$ cat src/rtl/countdown_pkg.sv
// Shared types, constants and helpers for the countdown controller.
// Contents:
//   state_e       - controller state encoding (StIdle, StRun, StPause, StDone)
//   BcdZero       - BCD 00
//   BcdMaxMiao    - BCD 59, the largest seconds value
//   BcdNine       - BCD 09, the largest single digit
//   bcd_sanitise  - clamps each nibble to 9, then clamps the whole value to a ceiling
package countdown_pkg;

  typedef enum logic [1:0] {
    StIdle,
    StRun,
    StPause,
    StDone
  } state_e;

  localparam logic [7:0] BcdZero    = 8'h00;
  localparam logic [7:0] BcdMaxMiao = 8'h59;
  localparam logic [7:0] BcdNine    = 8'h09;

  // Valid two-digit BCD compares correctly as plain binary, so the ceiling
  // check is an ordinary unsigned compare once both digits are clamped.
  function automatic logic [7:0] bcd_sanitise(input logic [7:0] v, input logic [7:0] max_v);
    logic [7:0] s;
    s[7:4] = (v[7:4] > BcdNine[3:0]) ? BcdNine[3:0] : v[7:4];
    s[3:0] = (v[3:0] > BcdNine[3:0]) ? BcdNine[3:0] : v[3:0];
    return (s > max_v) ? max_v : s;
  endfunction

endpackage

$ cat src/rtl/bcd_dec2.sv
// Two-digit BCD decrement by one.
// Ports:
//   d      - 8-bit BCD input value
//   q      - d minus one in BCD; 00 wraps to 59
//   borrow - high when d is 00 (the 00 -> 59 wrap)
module bcd_dec2
  import countdown_pkg::*;
(
  input  logic [7:0] d,
  output logic [7:0] q,
  output logic       borrow
);

  always_comb begin
    q      = d;
    borrow = 1'b0;
    if (d == BcdZero) begin
      q      = BcdMaxMiao;
      borrow = 1'b1;
    end else if (d[3:0] == 4'd0) begin
      q = {d[7:4] - 4'd1, BcdNine[3:0]};
    end else begin
      q = {d[7:4], d[3:0] - 4'd1};
    end
  end

endmodule

$ cat src/rtl/countdown_ctrl.sv
// Minutes:seconds BCD countdown timer with optional alarm.
// Optional feature: define COUNTDOWN_BUZZ_EN to enable the alarm counter and buzz
// output; otherwise buzz is tied low.
// Parameters:
//   ALARM_SECS - number of 1 Hz ticks buzz stays high after reaching 00:00
//   MAX_FEN    - largest accepted BCD minutes preset
// Ports:
//   clk, rst                 - clock and synchronous active-high reset
//   tick_1hz                 - one-cycle pulse per second
//   start, pause, clear      - one-cycle command pulses (clear > pause > start)
//   preset_fen, preset_miao  - BCD preset, sanitised when loaded
//   fen, miao                - current BCD countdown value
//   running, done            - high in RUN / DONE respectively
//   buzz                     - alarm drive
module countdown_ctrl
  import countdown_pkg::*;
#(
  parameter int unsigned ALARM_SECS = 3,
  parameter logic [7:0]  MAX_FEN    = 8'h59
) (
  input  logic       clk,
  input  logic       rst,
  input  logic       tick_1hz,
  input  logic       start,
  input  logic       pause,
  input  logic       clear,
  input  logic [7:0] preset_fen,
  input  logic [7:0] preset_miao,
  output logic [7:0] fen,
  output logic [7:0] miao,
  output logic       running,
  output logic       done,
  output logic       buzz
);

  state_e     state_q, state_d;
  logic [7:0] fen_q, fen_d, miao_q, miao_d;

  logic [7:0] load_fen, load_miao;
  logic       load_zero;
  logic [7:0] miao_dec, fen_dec;
  logic       miao_borrow, fen_borrow;
  logic [7:0] fen_tick, miao_tick;
  logic       tick_zero;

  assign load_fen  = bcd_sanitise(preset_fen, MAX_FEN);
  assign load_miao = bcd_sanitise(preset_miao, BcdMaxMiao);
  assign load_zero = (load_fen == BcdZero) && (load_miao == BcdZero);

  bcd_dec2 u_dec_miao (
    .d      (miao_q),
    .q      (miao_dec),
    .borrow (miao_borrow)
  );

  bcd_dec2 u_dec_fen (
    .d      (fen_q),
    .q      (fen_dec),
    .borrow (fen_borrow)
  );

  // 00:00 holds rather than wrapping the minutes to 59.
  always_comb begin
    fen_tick  = fen_q;
    miao_tick = miao_q;
    if (!(miao_borrow && fen_borrow)) begin
      miao_tick = miao_dec;
      if (miao_borrow) fen_tick = fen_dec;
    end
  end

  assign tick_zero = (fen_tick == BcdZero) && (miao_tick == BcdZero);

  always_ff @(posedge clk) begin
    if (rst) begin
      state_q <= StIdle;
      fen_q   <= BcdZero;
      miao_q  <= BcdZero;
    end else begin
      state_q <= state_d;
      fen_q   <= fen_d;
      miao_q  <= miao_d;
    end
  end

  always_comb begin
    state_d = state_q;
    fen_d   = fen_q;
    miao_d  = miao_q;
    if (clear) begin
      state_d = StIdle;
      fen_d   = load_fen;
      miao_d  = load_miao;
    end else begin
      unique case (state_q)
        StIdle, StDone: begin
          // A tick coinciding with the load is deliberately not applied.
          if (start) begin
            fen_d   = load_fen;
            miao_d  = load_miao;
            state_d = load_zero ? StDone : StRun;
          end
        end
        StRun: begin
          if (pause) begin
            state_d = StPause;
          end else if (tick_1hz) begin
            fen_d  = fen_tick;
            miao_d = miao_tick;
            if (tick_zero) state_d = StDone;
          end
        end
        StPause: begin
          if (start) state_d = StRun;
        end
        default: state_d = StIdle;
      endcase
    end
  end

`ifdef COUNTDOWN_BUZZ_EN
  localparam int unsigned AlarmW = (ALARM_SECS < 1) ? 1 : $clog2(ALARM_SECS + 1);

  logic [AlarmW-1:0] alarm_q, alarm_d;
  logic              done_entry;

  // Re-entering DONE via start with a zero preset also restarts the alarm.
  assign done_entry = (state_d == StDone) && ((state_q != StDone) || start);

  always_comb begin
    alarm_d = alarm_q;
    if (state_d != StDone) begin
      alarm_d = '0;
    end else if (done_entry) begin
      alarm_d = AlarmW'(ALARM_SECS);
    end else if (tick_1hz && (alarm_q != '0)) begin
      alarm_d = alarm_q - 1'b1;
    end
  end

  always_ff @(posedge clk) begin
    if (rst) alarm_q <= '0;
    else     alarm_q <= alarm_d;
  end
`else
  logic unused_alarm_secs;
  assign unused_alarm_secs = ^ALARM_SECS;
`endif

  always_comb begin
    fen     = fen_q;
    miao    = miao_q;
    running = (state_q == StRun);
    done    = (state_q == StDone);
`ifdef COUNTDOWN_BUZZ_EN
    buzz    = (state_q == StDone) && (alarm_q != '0);
`else
    buzz    = 1'b0;
`endif
  end

endmodule
$ cat config.mk
export PLATFORM = sky130hd
export DESIGN_NAME = countdown_ctrl
export DESIGN_NICKNAME = d
export VERILOG_FILES = /design/src/rtl/countdown_pkg.sv /design/src/rtl/bcd_dec2.sv /design/src/rtl/countdown_ctrl.sv
export SDC_FILE = /design/constraint.sdc
export NUM_CORES = 1
export LEC_CHECK = 0
export CORE_AREA = 5 5 64 66
export DETAILED_ROUTE_END_ITERATION = 8
export DIE_AREA = 0 0 69 71
export GPL_TIMING_DRIVEN = 0
export PLACE_DENSITY = 0.77
export SETUP_SLACK_MARGIN = 0.2
export SYNTH_ARGS = -nofsm -noshare
export SYNTH_HDL_FRONTEND = slang
export SYNTH_SLANG_ARGS = --single-unit
$ cat constraint.sdc
create_clock -name clk -period 3 [get_ports clk]
set_input_delay 0.45 -clock clk [delete_from_list [all_inputs] [get_ports clk]]
set_output_delay 0.45 -clock clk [all_outputs]
set_load 0.005 [all_outputs]
==> summary.txt, run 1 <==
Synthesis
  • Yosys warning count: 0
  • Area leader, netlist: dfxtp_1
  • Distinct cells, synth: 53
  • FF+latch count, synth: 18
  • Post-synth EDFFs: 0
  • Synth top area share: 22.33%
  • Seq/Total Area, Yosys: 22.33%
  • Top FF cell, synth: dfxtp_1
  • Synth top area cells: dfxtp_1 22%, ha_1 7.8%, nor2_1 6.7%, a21oi_1 5.9%, a211oi_1 4.7%
  • Post-synth ARST share: 0%
  • Syn_area_per_cell: 7.613 um2
  • Post-Syn Area: 1614 um2
  • Syn Nets: 244
  • Post-Synthesis Cells: 212

Timing
  • Min cycle time layout: 2.663 ns
  • Smallest hold slack: 0.5101 ns
  • Final count of pins violating max slew: 0
  • Relative slew slack: 53.55%
  • Actual transition at the worst max-transition pin: 0.6953 ns
  • Final setup fails: 0
  • RSZ-0062 raised after global routing: no
  • Fmax: 375.5 MHz
  • Tcrit/Tclk final: 88.77%
  • Hold Vio Cnt, Final: 0
  • Setup TNS: 0 ns
  • Fin Clk Skew: 0.008227 ns

Clocking
  • Clk root buf: clkbuf_4
  • Clock slew at reported path FFs: 0.11 ns
  • CTS Buf Count: 3
  • H-Tree Level Count: 1
  • Setup Fix Bufs, Post-CTS: 0
  • Clk_lat worst skew: 0.30 ns
  • Cts hold-fix bufs: 0
  • TritonCTS clock tree: built
  • Clock buffer depth: 2
  • Clk sinks: 18

Route
  • DRT antenna net count: 0
  • DRT iter0 DRCs: 149
  • Vias: 1783
  • Drt drc: 0
  • Post-DR vias/cell: 5.904
  • Drt wl/cell: 15.64 um
  • First-pass iteration count of the detailed router: 5
  • Final wirelength: 4724 um

Hold path
  • Hold Crit Start: state_q[1]
  • WHS Endpoint: state_q[1]
  • Hold path depth: 2
  • Worst Hold Class: reg -> reg

Critical path
  • Slowest stage delay, CP: 0.41 ns
  • R2R setup slack: 0.34 ns
  • Reg-to-reg startpoint: miao[0]
  • FF-to-FF path depth: 9
  • Worst endpoint data arrival time: 2.89 ns
  • CP Class: reg -> reg
  • Crit-path max FO: 8
  • Critical path required time: 3.23 ns
  • R2r endpoint: state_q[1]
  • Critical-path top delay cell: or4_4
  • Cell Chain, Critical Path: inv_2 > ha_4 > or3b_1 > buf_6 > or4_4 > a221oi_2 > nand4_1 > o31ai_4 > mux2i_1
  • CP startpoint kind: flop
  • Crit end category: flop

GRT
  • Initial antenna violation count: 0
  • Largest net degree at the start of global routing: 11
  • GRT Util Overall: 18.67%
  • Vias in the first global route: 1634
  • Grt ovf: 0
  • First-pass GRT wire length: 7679 um

Placement
  • Dpl hpwl: 3636 um
  • Port Buf Inserts: 38
  • GPL Wtd Cong: 0.9216

Pwr
  • Maximum vdd drop: 187.2 uV
  • Sequential power share: 36.3%
  • Switching part of the total: 36.64%
  • Sw power: 0.0002833 W
  • Overall power: 0.0007733 W
  • Int Power: 0.0004900 W
  • Leak: 0.7672 nW
  • Pwr Density: 367.5 nW/um2
  • Clock network fraction of total power: 20.3%
  • Combinational power share: 43.4%

Outcome
  • Run status: completed

Final layout
  • Syn-to-layout area delta: 30.39%
  • Ratio of cells with drive above 1 in the final layout: 7.874%
  • N_diodes: 0
  • Fin util: 59.73%
  • Nets: 287

Die
  • Die ar.: 4899 um2
  • Top Ports: 41
  • Rows: 22
  • CORE AREA: 3523 um2
  • Die span in y: 71 um
  • Die width: 69 um
  • Initial Util: 45.81%

Run
  • Max_cap viols: 0
synthesized netlist by cell type, drive strengths merged, types with 2 or more instances:
library cell	instances
nor2	29
a21oi	19
dfxtp	18
nor3	14
inv	13
a211oi	10
ha	10
clkbuf	8
nand2	8
o21ai	8
nand3	6
nor4	6
mux2i	5
nand4	5
buf	4
nor3b	4
or3b	4
a221oi	3
nand2b	3
nor4b	3
a21o	2
a31oi	2
o211ai	2
o21bai	2
o22ai	2
o31ai	2
xnor2	2
how the worst max path moves through the flow:
stage            start  slack, ns    endpoint
2_1_floorplan  miao[0]       0.54  state_q[1]
3_3_place_gp   miao[0]       0.33  state_q[1]
3_5_place_dp   miao[0]       0.32  state_q[1]
4_1_cts        miao[0]       0.29  state_q[1]
5_1_grt        miao[1]       0.22  state_q[1]
6_report       miao[0]       0.34  state_q[1]
flip-flops by register name, indices dropped and copies added (netlist names):
signal,count
fen,8
miao,8
state_q,2
layout by cell type (no fill, tap or decap), types with 6 or more instances in the layout:
cell             instances
clkbuf_1                 8
nand2_1                  8
nor3_1                  14
a21oi_1                 19
clkdlybuf4s50_1         38
ha_1                     9
dfxtp_1                 17
a211oi_1                10
nor2_1                  29
inv_1                   11
nand3_1                  6
what timing repair did:
| action | in CTS | in global routing |
|---|---|---|
| endpoints found under the hold margin | 0 | 0 |
| resized for setup | 0 | 5 |
| endpoints found under the setup margin | 0 | 2 |
power by group through the flow:
stage | Combinational [W] | Clock [W] | Sequential (W)
finish | 0.000336 | 0.000157 | 0.000280
global route | 0.000366 | 0.000168 | 0.000285
CTS | 0.000328 | 0.000162 | 0.000280
detailed placement | 0.000326 | 0 | 0.000285
global placement | 0.000324 | 0 | 0.000285
floorplan | 0.000212 | 0 | 0.000282
cell families (layout without fill, tap and decap cells):
group                    count (synthesis)  count (layout)  share of synthesized area (%)
AO/OA/AOI/OAI                           61              61                          26.36
XOR/XNOR                                 2               2                          1.085
adder cells (fa/ha/maj)                 10              10                          7.752
buffers and inverters                   25              67                          7.054
flip-flops                              18              18                          22.33
multiplexers                             5               5                          3.101
other                                    1               1                         0.2323
AND/OR/NAND/NOR                         90              90                          32.09
critical path: cells and delay by family (launching register included):
| family | cells | cell delay [ns] |
|---|---|---|
| and+or+nand+nor | 3 | 0.97 |
| AOI/OAI and AO/OA | 2 | 0.62 |
| DFF | 1 | 0.37 |
| buffers and inverters | 2 | 0.26 |
| muxes | 1 | 0.20 |
| adders and majority gates | 1 | 0.17 |
metal layers:
layer  global-route usage (%)  share of wire (%)  wire length (um)  vias up
met3                    3.693                9.2               433        9
li1                         -                  -                 -      877
met5                        0                  0                 0        -
met2                    29.03                 45              2127       88
met4                    7.592                1.7                82        0
met1                    25.23                 44              2080      809
through the flow:
step	instance area, um2	setup WS [ns]	std cells
floorplan	1614	0.5417	212
global placement	2054	0.3294	298
detailed placement	2054	0.3226	298
CTS	2091	0.2927	302
global route	2105	0.2154	302
finish	2105	0.3369	302
layout make-up:
cell class	count	area, um2
clock buffers	4	36.28
multi-input cells	169	1152
plain buffers	12	65.06
well taps	48	60.06
inverters	13	48.80
repair buffers	38	380.4
flip-flops and latches	18	361.6
fillers	348	1419
Power figures use the tool's default switching activity.
==> inputs of run 2 (changes only) <==
- CORE_AREA: 5 5 64 66 -> 5 5 59 61
- DIE_AREA: 0 0 69 71 -> 0 0 64 66
- DONT_BUFFER_PORTS: unset -> 1
- PLACE_DENSITY: 0.77 -> 0.72
==> summary.txt, run 2 (same netlist as run 1, synthesis figures left out) <==
Run
  • Max_cap viols: 0 (unchanged)

Final layout
  • Final cell count without fillers: 251 (-17%)
  • Most common cell after layout, fill and taps aside: nor2_1
  • N_diodes: 0 (unchanged)
  • Post-route cell area: 1735 um2 (-18%)
  • Ratio of cells with drive above 1 in the final layout: 10.55% (+2.7 points)
  • Commonest cells after routing, fill and taps aside: 29 x nor2_1, 19 x a21oi_1, 17 x dfxtp_1
  • Syn-to-layout area delta: 7.519%
  • Fin util: 59.27% (-0.46 points)
  • Nets: 251 (-13%)

Pwr
  • Maximum vdd drop: 294.0 uV (+57%)
  • Leak: 0.6420 nW (-16%)
  • Pwr Density: 415.5 nW/um2 (+13%)

Route
  • First-pass iteration count of the detailed router: 5 (unchanged)
  • Final wirelength: 4731 um (+0.15%)
  • DRT antenna net count: 0 (unchanged)
  • Vias: 1723 (-3.4%)
  • Drt drc: 0 (unchanged)
  • DRT iter0 DRCs: 141 (-5.4%)
  • Drt wl/cell: 18.85 um (+20%)
  • Post-DR vias/cell: 6.865 (+16%)

Placement
  • GPL Wtd Cong: 0.9362 (+1.6%)
  • Placed Area: 1655 um2 (-19%)
  • Post-place setup slack: 0.2896 ns (-0.03298 ns)
  • Port Buf Inserts: 0 (-100%)
  • Dpl hpwl: 3570 um (-1.8%)
  • Number of placed cells counting well taps: 245 (-18%)

Die
  • Initial Util: 55.13% (+9.3 points)
  • Rows: 20 (-9.1%)
  • CORE AREA: 2928 um2 (-17%)
  • Die width: 64 um (-7.2%)
  • Die span in y: 66 um (-7.0%)
  • Die ar.: 4224 um2 (-14%)
  • Top Ports: 41 (unchanged)

Timing
  • Actual transition at the worst max-transition pin: 0.5439 ns (-0.1514 ns)
  • Fmax: 376.7 MHz (+0.31%)
  • RSZ-0062 raised after global routing: no
  • Final count of pins violating max slew: 0 (unchanged)
  • Fin Clk Skew: 0.007380 ns (-0.0008472 ns)
  • Min cycle time layout: 2.655 ns (-0.008187 ns)
  • Hold Vio Cnt, Final: 0 (unchanged)
  • Setup ws final: 0.3451 ns (+0.008187 ns)
  • Relative slew slack: 63.66% (+10 points)
  • Final setup fails: 0 (unchanged)
  • Setup TNS: 0 ns (unchanged)
  • Tcrit/Tclk final: 88.50% (-0.27 points)

Critical path
  • FF-to-FF path depth: 8 (-1)
  • Worst endpoint data arrival time: 2.90 ns (about the same)
  • Crit-path max FO: 6 (-2)
  • Critical path required time: 3.25 ns (+0.02 ns)
  • Reg-to-reg startpoint: miao[4]
  • CP Class: reg -> reg
  • R2r endpoint: state_q[1]
  • R2R setup slack: 0.35 ns (about the same)
  • CP startpoint kind: flop
  • Slowest stage delay, CP: 0.49 ns (+0.08 ns)
  • Critical-path top delay cell: or3b_1
  • Cell Chain, Critical Path: inv_1 > ha_1 > or3b_1 > nor4_2 > a311o_1 > nand3_1 > o31ai_4 > mux2i_1
  • Crit end category: flop

Clocking
  • Clk sinks: 18 (unchanged)
  • Cts hold-fix bufs: 0 (unchanged)
  • CTS Buf Count: 3 (unchanged)
  • H-Tree Level Count: 1 (unchanged)
  • Clk_lat worst skew: 0.31 ns (about the same)
  • Clock slew at reported path FFs: 0.12 ns (about the same)
  • TritonCTS clock tree: built
  • Clock buffer depth: 2 (unchanged)
  • Clk root buf: clkbuf_4

GRT
  • Vias in the first global route: 1655 (+1.3%)
  • Largest net degree at the start of global routing: 11 (unchanged)
  • Initial antenna violation count: 0 (unchanged)
  • Grt ovf: 0 (unchanged)
  • First-pass GRT wire length: 7741 um (+0.81%)
  • GRT Util Overall: 22.69% (+4.0 points)

Outcome
  • Run status: completed

Hold path
  • WHS Endpoint: state_q[0]
  • Hold Crit Start: clear
  • Worst Hold Class: in -> reg
  • Hold path depth: 2 (unchanged)
==> run 2: cell count changes in the layout (fill, tap and decap cells not counted), sizes merged <==
cell           previous run  this run
clkdlybuf4s50            38         0
buf                       4         6
==> run 2: critical path, delay by kind of cell (launching register included) <==
| kind | cells | cell delay (ns) |
|---|---|---|
| muxes | 1 | 0.20 |
| and+or+nand+nor | 3 | 1.11 |
| adders and majority gates | 1 | 0.29 |
| buffers and inverters | 1 | 0.13 |
| DFF | 1 | 0.38 |
| AOI/OAI and AO/OA | 2 | 0.49 |
==> run 2: what timing repair did <==
| action | CTS | global route |
|---|---|---|
| buffers inserted | 0 | 2 |
| setup endpoints to repair | 0 | 2 |
| gates resized for setup | 0 | 6 |
==> run 2: cell type report <==
cell class                      instances  area [um2]
Clock buffer                            4       36.28
Multi-Input combinational cell        169        1167
Tap cell                               33       41.29
Inverter                               13       48.80
Fill cell                             279        1192
Buffer                                 12       65.06
Timing Repair Buffer                    2       15.01
Sequential cell                        18       361.6
==> run 2: how the worst max path moves through the flow <==
stage | from | to | slack [ns] | depth (start not counted)
final | miao[4] | state_q[1] | 0.35 | 8
after global routing | miao[4] | state_q[1] | 0.21 | 8
after CTS | miao[0] | state_q[1] | 0.25 | 8
after detailed placement | miao[0] | state_q[1] | 0.29 | 8
after global placement | miao[0] | state_q[1] | 0.37 | 9
after floorplan | miao[0] | state_q[1] | 0.54 | 9
==> run 2: stage by stage <==
stage               hold WS [ns]  power (W)
global placement          0.4821  0.0005430
floorplan                 0.4677  0.0004947
CTS                       0.3303  0.0007112
detailed placement        0.5062  0.0005517
finish                    0.3369  0.0007211
global route              0.3473  0.0007697
==> run 2: routing by layer <==
layer | routed length [um] | up-vias | GRT usage (%) | part of all wire [%]
met5 | 0 | - | 0 | 0
met4 | 106 | 0 | 8.312 | 2.2
met3 | 442 | 12 | 5.782 | 9.3
met2 | 2310 | 108 | 37.44 | 49
met1 | 1872 | 802 | 28.22 | 40
li1 | - | 801 | - | -
==> run 2: report_power, final <==
group,internal (W),switching [W]
clock,0.0000741,0.0000848
sequential,0.000257,0.0000269
combinational,0.000113,0.000166
total,0.000444,0.000277
==> inputs of run 3 (changes only) <==
- CTS_CLUSTER_DIAMETER: unset -> 60
==> results of run 3 <==
Final layout, timing and power as in run 2 (identical DEF).
